File: config.mk
export PLATFORM = sky130hd
export DESIGN_NAME = sc_reglane
export DESIGN_NICKNAME = d
export VERILOG_FILES = /design/src/rtl/sc_reglane_pkg.sv /design/src/rtl/sc_reglane_prescaler.sv /design/src/rtl/sc_reglane.sv
export SDC_FILE = /design/constraint.sdc
export NUM_CORES = 1
export LEC_CHECK = 0
export CAP_MARGIN = 5
export CORE_MARGIN = 2
export CORE_UTILIZATION = 52
export DETAILED_ROUTE_END_ITERATION = 8
export HOLD_SLACK_MARGIN = 0.06
export PLACE_DENSITY_LB_ADDON = 0.3
export RECOVER_POWER = 25
export SETUP_SLACK_MARGIN = 0.4
export SYNTH_ARGS = -nofsm -noshare
export SYNTH_HDL_FRONTEND = slang
export SYNTH_HIERARCHICAL = 1
export SYNTH_SLANG_ARGS = --single-unit
File: constraint.sdc
create_clock -name SC_RegPOINTTYPE_CLOCK_50 -period 8.4 [get_ports SC_RegPOINTTYPE_CLOCK_50]
set_clock_uncertainty 0.15 [all_clocks]
set_input_delay 0.84 -clock SC_RegPOINTTYPE_CLOCK_50 [delete_from_list [all_inputs] [get_ports SC_RegPOINTTYPE_CLOCK_50]]
set_output_delay 0.84 -clock SC_RegPOINTTYPE_CLOCK_50 [all_outputs]
set_load 0.05 [all_outputs]
File: src/rtl/sc_reglane_pkg.sv
`default_nettype none
// ============================================================================
//  Module      : sc_reglane_pkg
//  Description : Shared constants for the shift-register lane. Defines the
//                shift-direction and edge-mode encodings used on the
//                SC_RegLANE_dir_In and SC_RegLANE_wrap_In ports.
//  Revision    : 1.0 - initial release
// ============================================================================
package sc_reglane_pkg;

    // Direction encoding for SC_RegLANE_dir_In
    localparam logic DIR_LEFT  = 1'b0;   // toward MSB
    localparam logic DIR_RIGHT = 1'b1;   // toward LSB

    // Edge mode encoding for SC_RegLANE_wrap_In
    localparam logic MODE_STOP = 1'b0;   // refuse to push a 1 off the edge
    localparam logic MODE_WRAP = 1'b1;   // rotate

endpackage : sc_reglane_pkg
`default_nettype wire

File: src/rtl/sc_reglane_prescaler.sv
`default_nettype none
// ============================================================================
//  Module      : sc_reglane_prescaler
//  Description : Auto-step prescaler for the lane. Counts enabled cycles and
//                raises a combinational step once the count reaches
//                period-1, then restarts from zero.
//  Ports       : SC_RegPOINTTYPE_CLOCK_50      - clock, rising edge
//                SC_RegPOINTTYPE_RESET_InHigh  - async reset, active high
//                SC_RegPRESCALER_enable_In     - count enable
//                SC_RegPRESCALER_period_InBUS  - cycles per step, 0 = off
//                SC_RegPRESCALER_zeroClear_In  - force count to 0
//                SC_RegPRESCALER_count_OutBUS  - current count
//                SC_RegPRESCALER_step_Out      - auto-step request (comb.)
//  Revision    : 1.0 - initial release
// ============================================================================
module sc_reglane_prescaler #(
    parameter int PERIODWIDTH = 8
) (
    input  logic                   SC_RegPOINTTYPE_CLOCK_50,
    input  logic                   SC_RegPOINTTYPE_RESET_InHigh,
    input  logic                   SC_RegPRESCALER_enable_In,
    input  logic [PERIODWIDTH-1:0] SC_RegPRESCALER_period_InBUS,
    input  logic                   SC_RegPRESCALER_zeroClear_In,
    output logic [PERIODWIDTH-1:0] SC_RegPRESCALER_count_OutBUS,
    output logic                   SC_RegPRESCALER_step_Out
);

    logic [PERIODWIDTH-1:0] r_count;
    logic [PERIODWIDTH-1:0] w_countNext;
    logic                   w_periodOff;
    logic                   w_step;

    assign w_periodOff = (SC_RegPRESCALER_period_InBUS == '0);

    // ">=" rather than "==" so that shrinking the period below the current
    // count fires on the very next enabled cycle instead of wrapping around.
    assign w_step = SC_RegPRESCALER_enable_In && !w_periodOff &&
                    (r_count >= (SC_RegPRESCALER_period_InBUS - PERIODWIDTH'(1)));

    always_comb begin
        w_countNext = r_count;
        if (SC_RegPRESCALER_zeroClear_In || w_periodOff) begin
            w_countNext = '0;
        end else if (SC_RegPRESCALER_enable_In) begin
            w_countNext = w_step ? '0 : (r_count + PERIODWIDTH'(1));
        end
    end

    always_ff @(posedge SC_RegPOINTTYPE_CLOCK_50 or posedge SC_RegPOINTTYPE_RESET_InHigh) begin
        if (SC_RegPOINTTYPE_RESET_InHigh) begin
            r_count <= '0;
        end else begin
            r_count <= w_countNext;
        end
    end

    assign SC_RegPRESCALER_count_OutBUS = r_count;
    assign SC_RegPRESCALER_step_Out     = w_step;

endmodule : sc_reglane_prescaler
`default_nettype wire

File: src/rtl/sc_reglane.sv
`default_nettype none
// ============================================================================
//  Module      : sc_reglane
//  Description : One lane of a shifting-cell display. The lane register can
//                be preset to a default screen, loaded, cleared, or shifted
//                left/right (rotating or stopping at the edge) either by a
//                manual step strobe or by the auto-step prescaler.
//                Optional collision detection against a player mask is built
//                only when SC_REGLANE_COLLISION_EN is defined.
//  Ports       : SC_RegPOINTTYPE_CLOCK_50 / SC_RegPOINTTYPE_RESET_InHigh
//                  - clock (rising edge) / async active-high reset
//                SC_RegLANE_defaultscreen_InLow - preset to DATA_FIXED_INITLANE
//                SC_RegLANE_load_InLow / data_InBUS - parallel load
//                SC_RegLANE_clear_InLow         - clear lane
//                SC_RegLANE_dir_In / wrap_In    - shift direction / edge mode
//                SC_RegLANE_enable_In / period_InBUS - auto-step control
//                SC_RegLANE_step_InLow          - manual single step
//                SC_RegLANE_player_InBUS        - player occupancy mask
//                SC_RegLANE_data_OutBUS         - lane register
//                SC_RegLANE_tick_Out            - one-cycle pulse per shift
//                SC_RegLANE_edge_Out            - leading bit blocks shift
//                SC_RegLANE_hit_Out             - sticky collision flag
//  Config      : SC_REGLANE_COLLISION_EN enables the collision flag.
//  Notes       : DATAWIDTH must be at least 2.
//  Revision    : 1.0 - initial release
// ============================================================================
module sc_reglane
    import sc_reglane_pkg::*;
#(
    parameter int                   DATAWIDTH           = 8,
    parameter int                   PERIODWIDTH         = 8,
    parameter logic [DATAWIDTH-1:0] DATA_FIXED_INITLANE = '0
) (
    input  logic                   SC_RegPOINTTYPE_CLOCK_50,
    input  logic                   SC_RegPOINTTYPE_RESET_InHigh,
    input  logic                   SC_RegLANE_defaultscreen_InLow,
    input  logic                   SC_RegLANE_load_InLow,
    input  logic [DATAWIDTH-1:0]   SC_RegLANE_data_InBUS,
    input  logic                   SC_RegLANE_clear_InLow,
    input  logic                   SC_RegLANE_dir_In,
    input  logic                   SC_RegLANE_wrap_In,
    input  logic                   SC_RegLANE_enable_In,
    input  logic [PERIODWIDTH-1:0] SC_RegLANE_period_InBUS,
    input  logic                   SC_RegLANE_step_InLow,
    input  logic [DATAWIDTH-1:0]   SC_RegLANE_player_InBUS,
    output logic [DATAWIDTH-1:0]   SC_RegLANE_data_OutBUS,
    output logic                   SC_RegLANE_tick_Out,
    output logic                   SC_RegLANE_edge_Out,
    output logic                   SC_RegLANE_hit_Out
);

    logic [DATAWIDTH-1:0]   r_lane;
    logic                   r_tick;
    logic [DATAWIDTH-1:0]   w_laneNext;
    logic                   w_tickNext;
    logic [DATAWIDTH-1:0]   w_shifted;
    logic                   w_edge;
    logic                   w_autoStep;
    logic                   w_shiftReq;
    logic                   w_doDefault;
    logic                   w_doLoad;
    logic                   w_doClear;
    logic [PERIODWIDTH-1:0] w_prescaleCount_unused;

    assign w_doDefault = !SC_RegLANE_defaultscreen_InLow;
    assign w_doLoad    = !SC_RegLANE_load_InLow;
    assign w_doClear   = !SC_RegLANE_clear_InLow;

    // Load and default screen both restart the prescaler so the new pattern
    // is shown for a full period before it first moves.
    sc_reglane_prescaler #(
        .PERIODWIDTH (PERIODWIDTH)
    ) u_prescaler (
        .SC_RegPOINTTYPE_CLOCK_50     (SC_RegPOINTTYPE_CLOCK_50),
        .SC_RegPOINTTYPE_RESET_InHigh (SC_RegPOINTTYPE_RESET_InHigh),
        .SC_RegPRESCALER_enable_In    (SC_RegLANE_enable_In),
        .SC_RegPRESCALER_period_InBUS (SC_RegLANE_period_InBUS),
        .SC_RegPRESCALER_zeroClear_In (w_doDefault || w_doLoad),
        .SC_RegPRESCALER_count_OutBUS (w_prescaleCount_unused),
        .SC_RegPRESCALER_step_Out     (w_autoStep)
    );

    // Manual and automatic requests are OR-ed: a coincidence is one shift.
    assign w_shiftReq = w_autoStep || !SC_RegLANE_step_InLow;

    assign w_edge = (SC_RegLANE_wrap_In == MODE_STOP) &&
                    ((SC_RegLANE_dir_In == DIR_RIGHT) ? r_lane[0] : r_lane[DATAWIDTH-1]);

    assign w_shifted = (SC_RegLANE_dir_In == DIR_RIGHT) ?
                       {r_lane[0], r_lane[DATAWIDTH-1:1]} :
                       {r_lane[DATAWIDTH-2:0], r_lane[DATAWIDTH-1]};

    always_comb begin
        w_laneNext = r_lane;
        w_tickNext = 1'b0;
        if (w_doDefault) begin
            w_laneNext = DATA_FIXED_INITLANE;
        end else if (w_doLoad) begin
            w_laneNext = SC_RegLANE_data_InBUS;
        end else if (w_doClear) begin
            w_laneNext = '0;
        end else if (w_shiftReq && !w_edge) begin
            w_laneNext = w_shifted;
            w_tickNext = 1'b1;
        end
    end

    always_ff @(posedge SC_RegPOINTTYPE_CLOCK_50 or posedge SC_RegPOINTTYPE_RESET_InHigh) begin
        if (SC_RegPOINTTYPE_RESET_InHigh) begin
            r_lane <= '0;
            r_tick <= 1'b0;
        end else begin
            r_lane <= w_laneNext;
            r_tick <= w_tickNext;
        end
    end

    assign SC_RegLANE_data_OutBUS = r_lane;
    assign SC_RegLANE_tick_Out    = r_tick;
    assign SC_RegLANE_edge_Out    = w_edge;

`ifdef SC_REGLANE_COLLISION_EN
    logic r_hit;

    // Any lane-rewriting action wins over a coincident collision.
    always_ff @(posedge SC_RegPOINTTYPE_CLOCK_50 or posedge SC_RegPOINTTYPE_RESET_InHigh) begin
        if (SC_RegPOINTTYPE_RESET_InHigh) begin
            r_hit <= 1'b0;
        end else if (w_doDefault || w_doLoad || w_doClear) begin
            r_hit <= 1'b0;
        end else if ((r_lane & SC_RegLANE_player_InBUS) != '0) begin
            r_hit <= 1'b1;
        end
    end

    assign SC_RegLANE_hit_Out = r_hit;
`else
    logic w_player_unused;

    assign w_player_unused    = ^SC_RegLANE_player_InBUS;
    assign SC_RegLANE_hit_Out = 1'b0;
`endif

endmodule : sc_reglane
`default_nettype wire

==> results of run 1 <==
per-layer routing:
| layer | GRT usage | up-vias | wire length, µm |
|---|---|---|---|
| li1 | - | 728 | - |
| met1 | 0.3122 | 716 | 1714 |
| met2 | 0.3830 | 50 | 1804 |
| met3 | 0.02402 | 5 | 211 |
| met4 | 0.1175 | 0 | 57 |
| met5 | 0 | - | 0 |
per-stage QoR:
| step | instance area (µm²) | instances |
|---|---|---|
| finish | 1953 | 239 |
| detailed placement | 1926 | 235 |
| global placement | 1926 | 235 |
| floorplan | 1609 | 178 |
| global route | 1953 | 239 |
| CTS | 1953 | 239 |
Yosys cell counts, drive strengths merged, types with 8 or more instances:
library cell	instances
dfrtp	17
nor3	13
nand3	12
ha	11
buf	9
mux2	9
mux2i	9
nand2b	9
nor4	9
a2111oi	8
and3b	8
nand2	8
or3b	8
layout make-up:
class	instances	area, µm²	area share
clock buffers	3	22.52	0.01153
repair buffers	34	340.3	0.1742
inverters	6	22.52	0.01153
flip-flops and latches	17	425.4	0.2178
clock inverters	1	5.005	0.002562
well taps	33	41.29	0.02114
multi-input cells	145	1096	0.5612
path summary, 6_finish.rpt:
check                                                            startpoint                                          end  slack, ns  depth (start not counted)
worst max-delay path                             SC_RegLANE_period_InBUS[2]                    SC_RegLANE_data_OutBUS[7]       3.61                         13
max in group asynchronous                      SC_RegPOINTTYPE_RESET_InHigh                    SC_RegLANE_data_OutBUS[1]       6.99                          2
worst min register to register  u_prescaler/SC_RegPRESCALER_count_OutBUS[0]  u_prescaler/SC_RegPRESCALER_count_OutBUS[0]       0.46                          2
worst max register to register  u_prescaler/SC_RegPRESCALER_count_OutBUS[5]                    SC_RegLANE_data_OutBUS[7]       5.20                          8
worst min-delay path            u_prescaler/SC_RegPRESCALER_count_OutBUS[0]  u_prescaler/SC_RegPRESCALER_count_OutBUS[0]       0.46                          2
min in group asynchronous                      SC_RegPOINTTYPE_RESET_InHigh  u_prescaler/SC_RegPRESCALER_count_OutBUS[0]       0.79                          2
power by group:
part	internal, µW	leakage [µW]	switching (µW)	total [µW]
registers	84.4	0.000233	3.63	88.0
logic	30.1	0.000587	34.4	64.4
clock network	17.7	0.0000177	27.5	45.2
logic make-up after synthesis:
family / after synthesis / synth area share
simple gates: 85 / 0.3258
fa+ha+maj: 11 / 0.08554
compound gates: 24 / 0.1135
buf+inv: 16 / 0.05442
mux: 18 / 0.1213
xor+xnor: 6 / 0.03266
flops: 17 / 0.2644
other cells: 1 / 0.002331
worst register-to-register path, cell delays in order, from the launching register on:
cell       delay (ns)
dfrtp_1          0.45
ha_1             0.32
a21oi_1          0.06
o21ai_0          0.28
a31oi_4          0.14
nor3b_1          0.79
nor2b_1          0.36
a2111oi_0        0.43
nor3_1           0.12
cells in the final DEF (no fill, tap or decap), types with 2 or more instances in the layout:
| cell | Yosys | final |
|---|---|---|
| or3b_2 | 8 | 8 |
| dfrtp_1 | 17 | 17 |
| or2_2 | 3 | 3 |
| nand2b_1 | 9 | 9 |
| xnor2_1 | 5 | 5 |
| nand2_1 | 8 | 8 |
| o21ai_0 | 2 | 2 |
| clkbuf_4 | 0 | 3 |
| a2111oi_0 | 8 | 8 |
| mux2_2 | 8 | 8 |
| nor3_1 | 13 | 13 |
| mux2i_1 | 9 | 9 |
| inv_1 | 6 | 6 |
| nor4_1 | 9 | 9 |
| nand3_1 | 11 | 11 |
| a31oi_1 | 6 | 6 |
| nor3b_1 | 2 | 2 |
| a21oi_1 | 5 | 5 |
| ha_1 | 11 | 11 |
| nor2b_1 | 2 | 2 |
| nor2_1 | 6 | 6 |
| clkdlybuf4s50_1 | 0 | 33 |
| and3b_1 | 8 | 8 |
sequential cells by signal (all words and copies together) (netlist names):
register,flops
SC_RegLANE_tick_Out,1
SC_RegLANE_data_OutBUS,8
u_prescaler/SC_RegPRESCALER_count_OutBUS,8
==> metrics, run 1 <==
Max-Cap Viols 0; Setup CP Type input pin to register; Crit Path Max Fanout 15; PortBufs 34; final hold slack 0.4600 ns; pin count of the biggest net entering global routing 18; DP Worst Slack 3.274 ns; Num Clock Sinks 17; drt pass-1 iters 4; syn nets 222; Post-synth EDFFs 0; Core Region 3003 µm²; #FFs+latches synth 17; filler cell count 262; status finished clean; CTS Root Cell clkbuf_4; clk_lat worst skew 0.30 ns; slowest stage delay, CP 0.79 ns; Area Overhead vs Synth 21.38%; final setup fails 0; Most used DFF post-synth dfrtp_1; vias in the first global route 1,479; IO Pins 44; Worst-Margin Slew 0.9121 ns; final hold viol count 0; Post-Syn Area 1609 µm²; fin crit share 0.5700; vias per std cell 6.272; CTS H-tree depth 1; Critical Path Sink Type register; pwr dens 101.2 nW/µm²; post-route ant nets 0; worst rel slew slack 0.3906; Final nets 251; largest area contributor in the netlist dfrtp_1; first-pass GRT wire length 6403 µm; Die Area 3555 µm²; synthesized instance count 178; Initial Utilization 0.5358; post-synthesis sequential area ratio 0.2644; share of cells above drive strength 1 0.1311; CP cell instances clkdlybuf4s50_1 -> or2_1 -> or4_1 -> nor3_1 -> xnor2_1 -> ha_1 -> nand2_1 -> o21ai_0 -> a31oi_4 -> nor3b_1 -> nor2b_1 -> a2111oi_0 -> nor3_1; CTS tree built; initial DRC count 47; Post-CTS Setup Inserts 0; minimum clock period 4.788 ns; Leakage 0.0008374 µW; Worst-path clk slew 0.12 ns; CP startpoint kind input pin; final wirelength 3787 µm; syn_area_per_cell 9.040 µm²; remaining global-route overflow 0; vias 1,499; die height 59.63 µm; post-DP HPWL 2821 µm; CP most frequent cell nor3_1; maximum clock path buffer count 2; Area contributors post-synth dfrtp_1 (26%), ha_1 (8.6%), mux2i_1 (5.6%); CP arrival 4.82 ns; Yosys top cell area share 0.2644; CTS Hold Buffers Added 0; post-layout util 0.6504; Ant. Diodes 0; GP Congestion 0.8298; final setup margin 3.612 ns; CTS Buf Count 3; fraction of registers with async set/reset 1.000; TNS Setup 0 ns; Max VDD drop 0.06252 mV; Worst Path Buf+Inv 1; worst hold path class register to register; initial antenna violation count 0; Slew Limit Fails 0; DRC viols 0; RSZ-0062 raised after global routing false; Crit-path slowest cell nor3b_1; Synth Warn # 6; Worst path top cell family by delay simple AND/OR/NAND/NOR gates; CP Data Required Time 8.43 ns; post-CTS sizing 0; DIE WIDTH 59.63 µm; WL/cell 15.85 µm; Rows 20; Pwr Total 197.6 µW; Tot GR Track Use 0.2363; Fmax 208.9 MHz; Yosys cell types 38
No activity file was read; power rests on OpenSTA's default activity.
==> inputs of run 2 (changes only) <==
- CORE_UTILIZATION: 52 -> 44
- clock period: 8.4 -> 4.3 ns (I/O delays scaled with it)
==> metrics, run 2 (same netlist as run 1, synthesis figures left out) <==
Leakage 0.0008507 µW; CTS Hold Buffers Added 0; CP Data Required Time 4.37 ns; grt peak-use layer met2; DP Worst Slack 0.02684 ns; initial antenna violation count 0; IO Pins 44; final setup margin 0.6470 ns; Max VDD drop 0.1733 mV; CTS Buf Count 3; met3 Use GR 0.04340; Rows 21; pin count of the biggest net entering global routing 18; WL/cell 15.92 µm; CP arrival 3.73 ns; post-CTS sizing 1; worst hold path class input pin to asynchronous set/reset pin; drt pass-1 iters 4; Crit Path Max Fanout 9; worst rel slew slack 0.5321; die height 64.47 µm; fin crit share 0.8495; initial DRC count 63; final wirelength 4060 µm; final hold viol count 0; post-DP HPWL 3092 µm; met1 Resource Use GR 0.2451; Tot GR Track Use 0.2104; CTS tree built; DIE WIDTH 64.47 µm; vias in the first global route 1,518; pwr dens 197.6 nW/µm²; clk_lat worst skew 0.30 ns; PortBufs 34; post-route ant nets 0; filler cell count 313; Area Overhead vs Synth 24.57%; minimum clock period 3.653 ns; Critical Path Sink Type register; final setup fails 0; RSZ-0062 raised after global routing false; Worst-path clk slew 0.11 ns; remaining global-route overflow 0; most frequent cells in the layout clkdlybuf4s50_1 (33), dfrtp_1 (17), nor3_1 (13), nand3_1 (11), ha_1 (11); DRC viols 0; Initial Utilization 0.4711; CP startpoint kind input pin; Slew Limit Fails 0; Final nets 254; TNS Setup 0 ns; vias per std cell 5.992; vias 1,528; Num Clock Sinks 17; Worst-Margin Slew 0.7004 ns; status finished clean; grt met2 use 0.4023; Core Region 3416 µm²; Ant. Diodes 0; maximum clock path buffer count 2; first-pass GRT wire length 7051 µm; Fmax 273.7 MHz; Post-CTS Setup Inserts 0; CTS Root Cell clkbuf_4; Die Area 4156 µm²; CTS H-tree depth 1; GP Congestion 0.8505; Max-Cap Viols 0; Setup CP Type input pin to register; most common cell after layout, fill and taps aside clkdlybuf4s50_1; share of cells above drive strength 1 0.1483
run 2: path summary, 6_finish.rpt:
path                                   slack (ns)                                           to  cells after the start                                   startpoint
max                                          0.65                    SC_RegLANE_data_OutBUS[1]                     13                   SC_RegLANE_period_InBUS[2]
min                                          0.38  u_prescaler/SC_RegPRESCALER_count_OutBUS[1]                      2                 SC_RegPOINTTYPE_RESET_InHigh
max reg2reg                                  1.51                    SC_RegLANE_data_OutBUS[1]                      9  u_prescaler/SC_RegPRESCALER_count_OutBUS[0]
min reg2reg                                  0.45  u_prescaler/SC_RegPRESCALER_count_OutBUS[0]                      2  u_prescaler/SC_RegPRESCALER_count_OutBUS[0]
max in group asynchronous                    3.31                    SC_RegLANE_data_OutBUS[1]                      2                 SC_RegPOINTTYPE_RESET_InHigh
min in group SC_RegPOINTTYPE_CLOCK_50        0.45  u_prescaler/SC_RegPRESCALER_count_OutBUS[0]                      2  u_prescaler/SC_RegPRESCALER_count_OutBUS[0]
run 2: critical path, stage by stage:
cell             delay, ns
clkdlybuf4s50_1       0.47
or2_1                 0.26
or4_1                 0.46
nor3_1                0.21
xnor2_1               0.16
ha_1                  0.27
a21oi_1               0.15
o21ai_1               0.12
a31oi_4               0.18
nor3b_2               0.10
nor2b_1               0.56
a2111oi_0             0.16
nor3_1                0.21
run 2: per-layer routing:
metal,vias to the layer above,wire length [µm],share of wire
li1,731,-,-
met5,-,0,0
met2,49,2236,0.55
met3,0,186,0.046
met4,0,0,0
met1,748,1637,0.40
run 2: layout make-up:
class,count,area [µm²],area share
sequential,17,425.4,0.2122
timing repair buffer,37,362.8,0.1810
multi-input combinational,145,1110,0.5537
tap,46,57.56,0.02871
inverter,6,22.52,0.01124
clock buffer,4,26.28,0.01311
run 2: power breakdown:
part | internal (µW) | switching [µW]
registers | 165 | 7.28
clock network | 36.1 | 57.4
logic | 61.1 | 69.2
total | 262 | 134
run 2: metrics by stage:
| step | hold WS, ns | power (µW) | area (µm²) | instances | utilization |
|---|---|---|---|---|---|
| finish | 0.3823 | 396.0 | 2004 | 255 | 0.5868 |
| floorplan | 0.09566 | 254.6 | 1609 | 178 | - |
| global placement | 0.4206 | 298.9 | 1964 | 251 | 0.5751 |
| CTS | 0.2584 | 393.6 | 1996 | 255 | 0.5842 |
| detailed placement | 0.4329 | 302.9 | 1964 | 251 | 0.5751 |
| global route | 0.4113 | 415.8 | 2004 | 255 | 0.5868 |
==> inputs of run 3 (changes only) <==
- clock period: 4.3 -> 3 ns (I/O delays scaled with it)
==> metrics, run 3 (same netlist as run 1, synthesis figures left out) <==
status finished clean; PortBufs 34; post-DP HPWL 3211 µm; post-route ant nets 0; CTS Root Cell clkbuf_4; first-pass GRT wire length 7879 µm; pin count of the biggest net entering global routing 18; P_int 396.8 µW; final wirelength 4501 µm; Core Region 3416 µm²; Tot GR Track Use 0.2326; post-route cell area 2266 µm²; worst rel slew slack 0.6588; drt pass-1 iters 4; initial DRC count 140; Placed Area 2102 µm²; remaining global-route overflow 0; CTS H-tree depth 1; Critical Path Sink Type register; most common cell after layout, fill and taps aside clkdlybuf4s50_1; Clock power frac 0.212; WL/cell 16.73 µm; Slew Limit Fails 0; Max VDD drop 0.2305 mV; CP arrival 2.92 ns; switching power 200.6 µW; vias 1,596; DRC viols 0; minimum clock period 2.879 ns; vias in the first global route 1,621; worst hold path class input pin to asynchronous set/reset pin; GP Congestion 0.8358; most frequent cells in the layout clkdlybuf4s50_1 (25), dfrtp_1 (17), buf_4 (15), nor3_1 (11), nand3_1 (11); final setup fails 0; Max-Cap Viols 0; Rows 21; die height 64.47 µm; Area Overhead vs Synth 40.82%; Initial Utilization 0.4711; Final nets 268; IO Pins 44; Die Area 4156 µm²; DP Worst Slack -0.8007 ns; RSZ-0062 raised after global routing true; maximum clock path buffer count 2; vias per std cell 5.933; CP Data Required Time 3.04 ns; Leakage 0.0009843 µW; final setup margin 0.1215 ns; Crit Path Max Fanout 8; clk_lat worst skew 0.30 ns; CTS Buf Count 3; final hold viol count 0; DIE WIDTH 64.47 µm; Worst-path clk slew 0.11 ns; CP startpoint kind input pin; initial antenna violation count 0; Ant. Diodes 0; fin crit share 0.9595; sequential power share 0.414; CTS tree built; Setup CP Type input pin to register; Worst-Margin Slew 0.5102 ns; Num Clock Sinks 17; sw frac 0.3357; Fmax 347.4 MHz; share of cells above drive strength 1 0.3094; pwr dens 263.7 nW/µm²; Gate power share 0.374
[run 3: worst max-delay path, cell delays in order]
cell	delay (ns)
buf_6	0.09
or2_4	0.24
or4_4	0.45
nor3_4	0.16
xnor2_1	0.15
ha_1	0.30
a21oi_2	0.17
o21ai_2	0.08
a31oi_4	0.18
nor3b_4	0.08
buf_6	0.15
or3b_4	0.37
mux2i_1	0.14
nor3_1	0.07
[run 3: worst paths after layout]
kind                                                                          from  slack [ns]                                          end  cells past startpoint
min reg2reg                            u_prescaler/SC_RegPRESCALER_count_OutBUS[0]        0.46  u_prescaler/SC_RegPRESCALER_count_OutBUS[0]                      2
min in group SC_RegPOINTTYPE_CLOCK_50  u_prescaler/SC_RegPRESCALER_count_OutBUS[0]        0.46  u_prescaler/SC_RegPRESCALER_count_OutBUS[0]                      2
max in group asynchronous                             SC_RegPOINTTYPE_RESET_InHigh        2.15                    SC_RegLANE_data_OutBUS[6]                      2
max reg2reg                            u_prescaler/SC_RegPRESCALER_count_OutBUS[0]        0.38                    SC_RegLANE_data_OutBUS[7]                     10
max                                                     SC_RegLANE_period_InBUS[3]        0.12                    SC_RegLANE_data_OutBUS[7]                     14
min                                                   SC_RegPOINTTYPE_RESET_InHigh        0.27  u_prescaler/SC_RegPRESCALER_count_OutBUS[0]                      2
[run 3: layout make-up]
type / instances / area, µm²
Sequential cell: 17 / 425.4
Fill cell: 271 / 1150
Multi-Input combinational cell: 146 / 1260
Timing Repair Buffer: 50 / 474.2
Inverter: 6 / 22.52
Tap cell: 46 / 57.56
Clock buffer: 4 / 26.28
[run 3: through the flow]
stage,instances,util,total power [µW],TNS (ns),hold slack [ns]
floorplan,178,-,380.0,-0.1119,-0.03434
global placement,260,0.6154,450.9,-5.670,0.4223
detailed placement,260,0.6154,457.8,-8.118,0.4526
CTS,268,0.6531,595.0,0,0.1380
global route,269,0.6634,630.4,0,0.2865
finish,269,0.6634,597.4,0,0.2697
[run 3: what timing repair did]
action / 4_1_cts / 5_1_grt
hold buffers: 0 / 0
resized for setup: 30 / 10
endpoints found under the setup margin: 17 / 17
buffers inserted: 3 / 1
gates cloned: 1 / 0
hold endpoints to repair: 0 / 0
pin swaps: 18 / 16
[run 3: routing by layer]
| metal | vias up | routed length (µm) | track usage | share of wire |
|---|---|---|---|---|
| met5 | - | 0 | 0 | 0 |
| met4 | 0 | 38 | 0.02926 | 0.0084 |
| met3 | 4 | 164 | 0.03993 | 0.036 |
| met2 | 41 | 2358 | 0.4245 | 0.52 |
| met1 | 789 | 1940 | 0.2948 | 0.43 |
| li1 | 762 | - | - | - |
[run 3: power groups by stage]
| stage | sequential [µW] | combinational [µW] | clock, µW |
|---|---|---|---|
| floorplan | 271 | 109 | 0 |
| global placement | 250 | 201 | 0 |
| detailed placement | 251 | 207 | 0 |
| CTS | 247 | 218 | 130 |
| global route | 249 | 241 | 141 |
| finish | 247 | 224 | 126 |
==> RTL edit (settings of run 2) <==
Add a define of `SC_REGLANE_COLLISION_EN`.
--- a/src/rtl/sc_reglane.sv
+++ b/src/rtl/sc_reglane.sv
@@ -24,6 +24,8 @@
 //  Notes       : DATAWIDTH must be at least 2.
 //  Revision    : 1.0 - initial release
 // ============================================================================
+`define SC_REGLANE_COLLISION_EN
+
 module sc_reglane
     import sc_reglane_pkg::*;
 #(
Behaviour: not the same (Yosys sat finds a counterexample within 4 cycles, from zero or initial values and one cycle with SC_RegPOINTTYPE_RESET_InHigh high).
==> RTL edit against run 2 <==
- critical path depth is 1 higher
- power is 16% higher
- final area is 8.7% higher
- die area is 2.5% higher
- wire length is 1.6% lower
- area after synthesis is 2.6% higher
- sequential cell count is 1 higher
- setup slack better by 0.096 ns
==> RTL edit: results (changes against run 2) <==
Synthesis
  • Most area-consuming cells after synthesis: dfrtp_1 (27%), ha_1 (8.3%), mux2i_1 (5.5%) (was dfrtp_1 (26%), ha_1 (8.6%), mux2i_1 (5.6%))
  • Number of distinct standard cells referenced by the synthesized netlist: 39 (was 38)
  • Syn Nets: 225 (was 222)
  • Register area share after synthesis: 27.27% (was 26.44%)
  • Commonest cells in the netlist: dfrtp_1 (18), nor3_1 (13), nand3_1 (12), ha_1 (11) (was dfrtp_1 (17), nor3_1 (13), ha_1 (11), nand3_1 (11))

Global route
  • Via count of the first global-routing pass: 1479 (was 1518)
  • Maximum number of pins on one net before global-route repair: 19 (was 18)
  • Wire length of the first global-routing pass: 6948 um (was 7051 um)
  • Met2 routing resource usage after global routing: 32.27% (was 40.23%)
  • GR Util met3: 1.884% (was 4.340%)
  • Combined global-route utilization of all metal layers: 20.52% (was 21.04%)
  • Met1 Usage GRT: 30.41% (was 24.51%)

Clock network
  • Clock transition at path regs: 0.08 ns (was 0.11 ns)
  • Deepest level of the CTS H-tree: 1 (unchanged)
  • Clock latency on the worst-skew pair: 0.25 ns (was 0.30 ns)
  • Number of buffers inserted during clock tree synthesis: 3 (unchanged)

Place
  • Worst slack after detailed placement: 0.4325 ns (was 0.02684 ns)
  • Global placement routability congestion: 0.9122 (was 0.8505)
  • Count of port buffers added during placement: 43 (was 34)
  • HPWL Detailed: 2988 um (was 3092 um)

Min path
  • Tightest Hold Check Type: flip-flop to flip-flop (was input port to asynchronous set/reset pin)

Finish
  • Ratio of cells with drive above 1 in the final layout: 13.39% (was 14.83%)
  • Total inserted antenna cells: 0 (unchanged)
  • Number of inserted filler cells in the final layout: 355 (was 313)

Timing
  • Highest clock rate: 0.2811 GHz (was 0.2737 GHz)
  • Normalized max-slew margin: 39.11% (was 53.21%)

Critical path
  • Worst Reg-to-Reg Cells: 10 (was 9)
  • Worst-case register-to-register setup slack: 1.54 ns (was 1.51 ns)
  • FF-to-FF End: SC_RegLANE_data_OutBUS[6] (was SC_RegLANE_data_OutBUS[1])
  • Max stage delay on crit path: 0.46 ns (was 0.56 ns)

Power and ir drop
  • Worst VDD drop: 138.6 uV (was 173.3 uV)
  • Leakage: 0.9191 nW (was 0.8507 nW)

Drt
  • Iter 0 DRT Violations: 83 (was 63)
  • Vias per cell: 5.790 (was 5.992)
  • Aggregate routed wire length: 3994 um (was 4060 um)

Run status
  • Outcome: finished, final reports clean (unchanged)
==> RTL edit: what timing repair did <==
action | CTS | global route
endpoints found under the setup margin | 0 | 4
resized for setup | 0 | 4
setup buffers | 0 | 0
==> RTL edit: cells by family after synthesis <==
logic type / after synthesis / share of synthesized area (%)
AO/OA/AOI/OAI: 29 / 13.41
AND/OR/NAND/NOR: 85 / 31.44
multiplexers: 18 / 11.82
XOR/XNOR: 6 / 3.182
buffers and inverters: 14 / 4.545
adder cells (fa/ha/maj): 11 / 8.333
flip-flops: 18 / 27.27
==> RTL edit: metal layers <==
layer / part of all wire, % / wire [um] / up-vias
met4: 0.85 / 34 / 0
li1: - / - / 785
met5: 0 / 0 / -
met1: 50 / 1983 / 754
met2: 46 / 1826 / 34
met3: 3.8 / 150 / 2
==> RTL edit: power breakdown <==
group          leakage [nW]  switching [W]  internal (W)  total, W
Clock                0.0288      0.0000556     0.0000811  0.000137
Combinational         0.644      0.0000693     0.0000697  0.000139
Sequential            0.247     0.00000941      0.000175  0.000184
==> RTL edit: worst max-delay path by stage <==
stage | start | end | cells past startpoint
5_1_grt | SC_RegLANE_period_InBUS[2] | SC_RegLANE_data_OutBUS[4] | 14
6_report | SC_RegLANE_period_InBUS[2] | SC_RegLANE_data_OutBUS[6] | 14
3_3_place_gp | SC_RegLANE_period_InBUS[2] | SC_RegLANE_data_OutBUS[6] | 14
4_1_cts | SC_RegLANE_period_InBUS[2] | SC_RegLANE_data_OutBUS[6] | 14
2_1_floorplan | SC_RegLANE_period_InBUS[2] | SC_RegLANE_data_OutBUS[0] | 14
3_5_place_dp | SC_RegLANE_period_InBUS[2] | SC_RegLANE_data_OutBUS[5] | 14
==> RTL edit: cell type report <==
| class | count | area [um2] | area share (%) |
|---|---|---|---|
| sequential | 18 | 450.4 | 20.68 |
| clock buffer | 4 | 55.05 | 2.527 |
| inverter | 6 | 22.52 | 1.034 |
| timing repair buffer | 47 | 460.4 | 21.14 |
| multi-input combinational | 149 | 1130 | 51.87 |
| tap | 48 | 60.06 | 2.757 |
==> RTL edit: tightest hold or removal path: cells and delay by family (launching register included) <==
family         cells  cell delay, ns
flip-flops         1            0.34
AO/OA/AOI/OAI      2            0.16
==> RTL edit: stage by stage <==
step                hold WS [ns]  cells  instance area, um2  total power [W]
finish                    0.4020    272                2178        0.0004598
CTS                       0.3205    272                2175        0.0004594
detailed placement        0.3879    268                2120        0.0003246
global route              0.4412    272                2178        0.0004839
global placement          0.3837    268                2120        0.0003234
floorplan                0.09566    181                1652        0.0002653
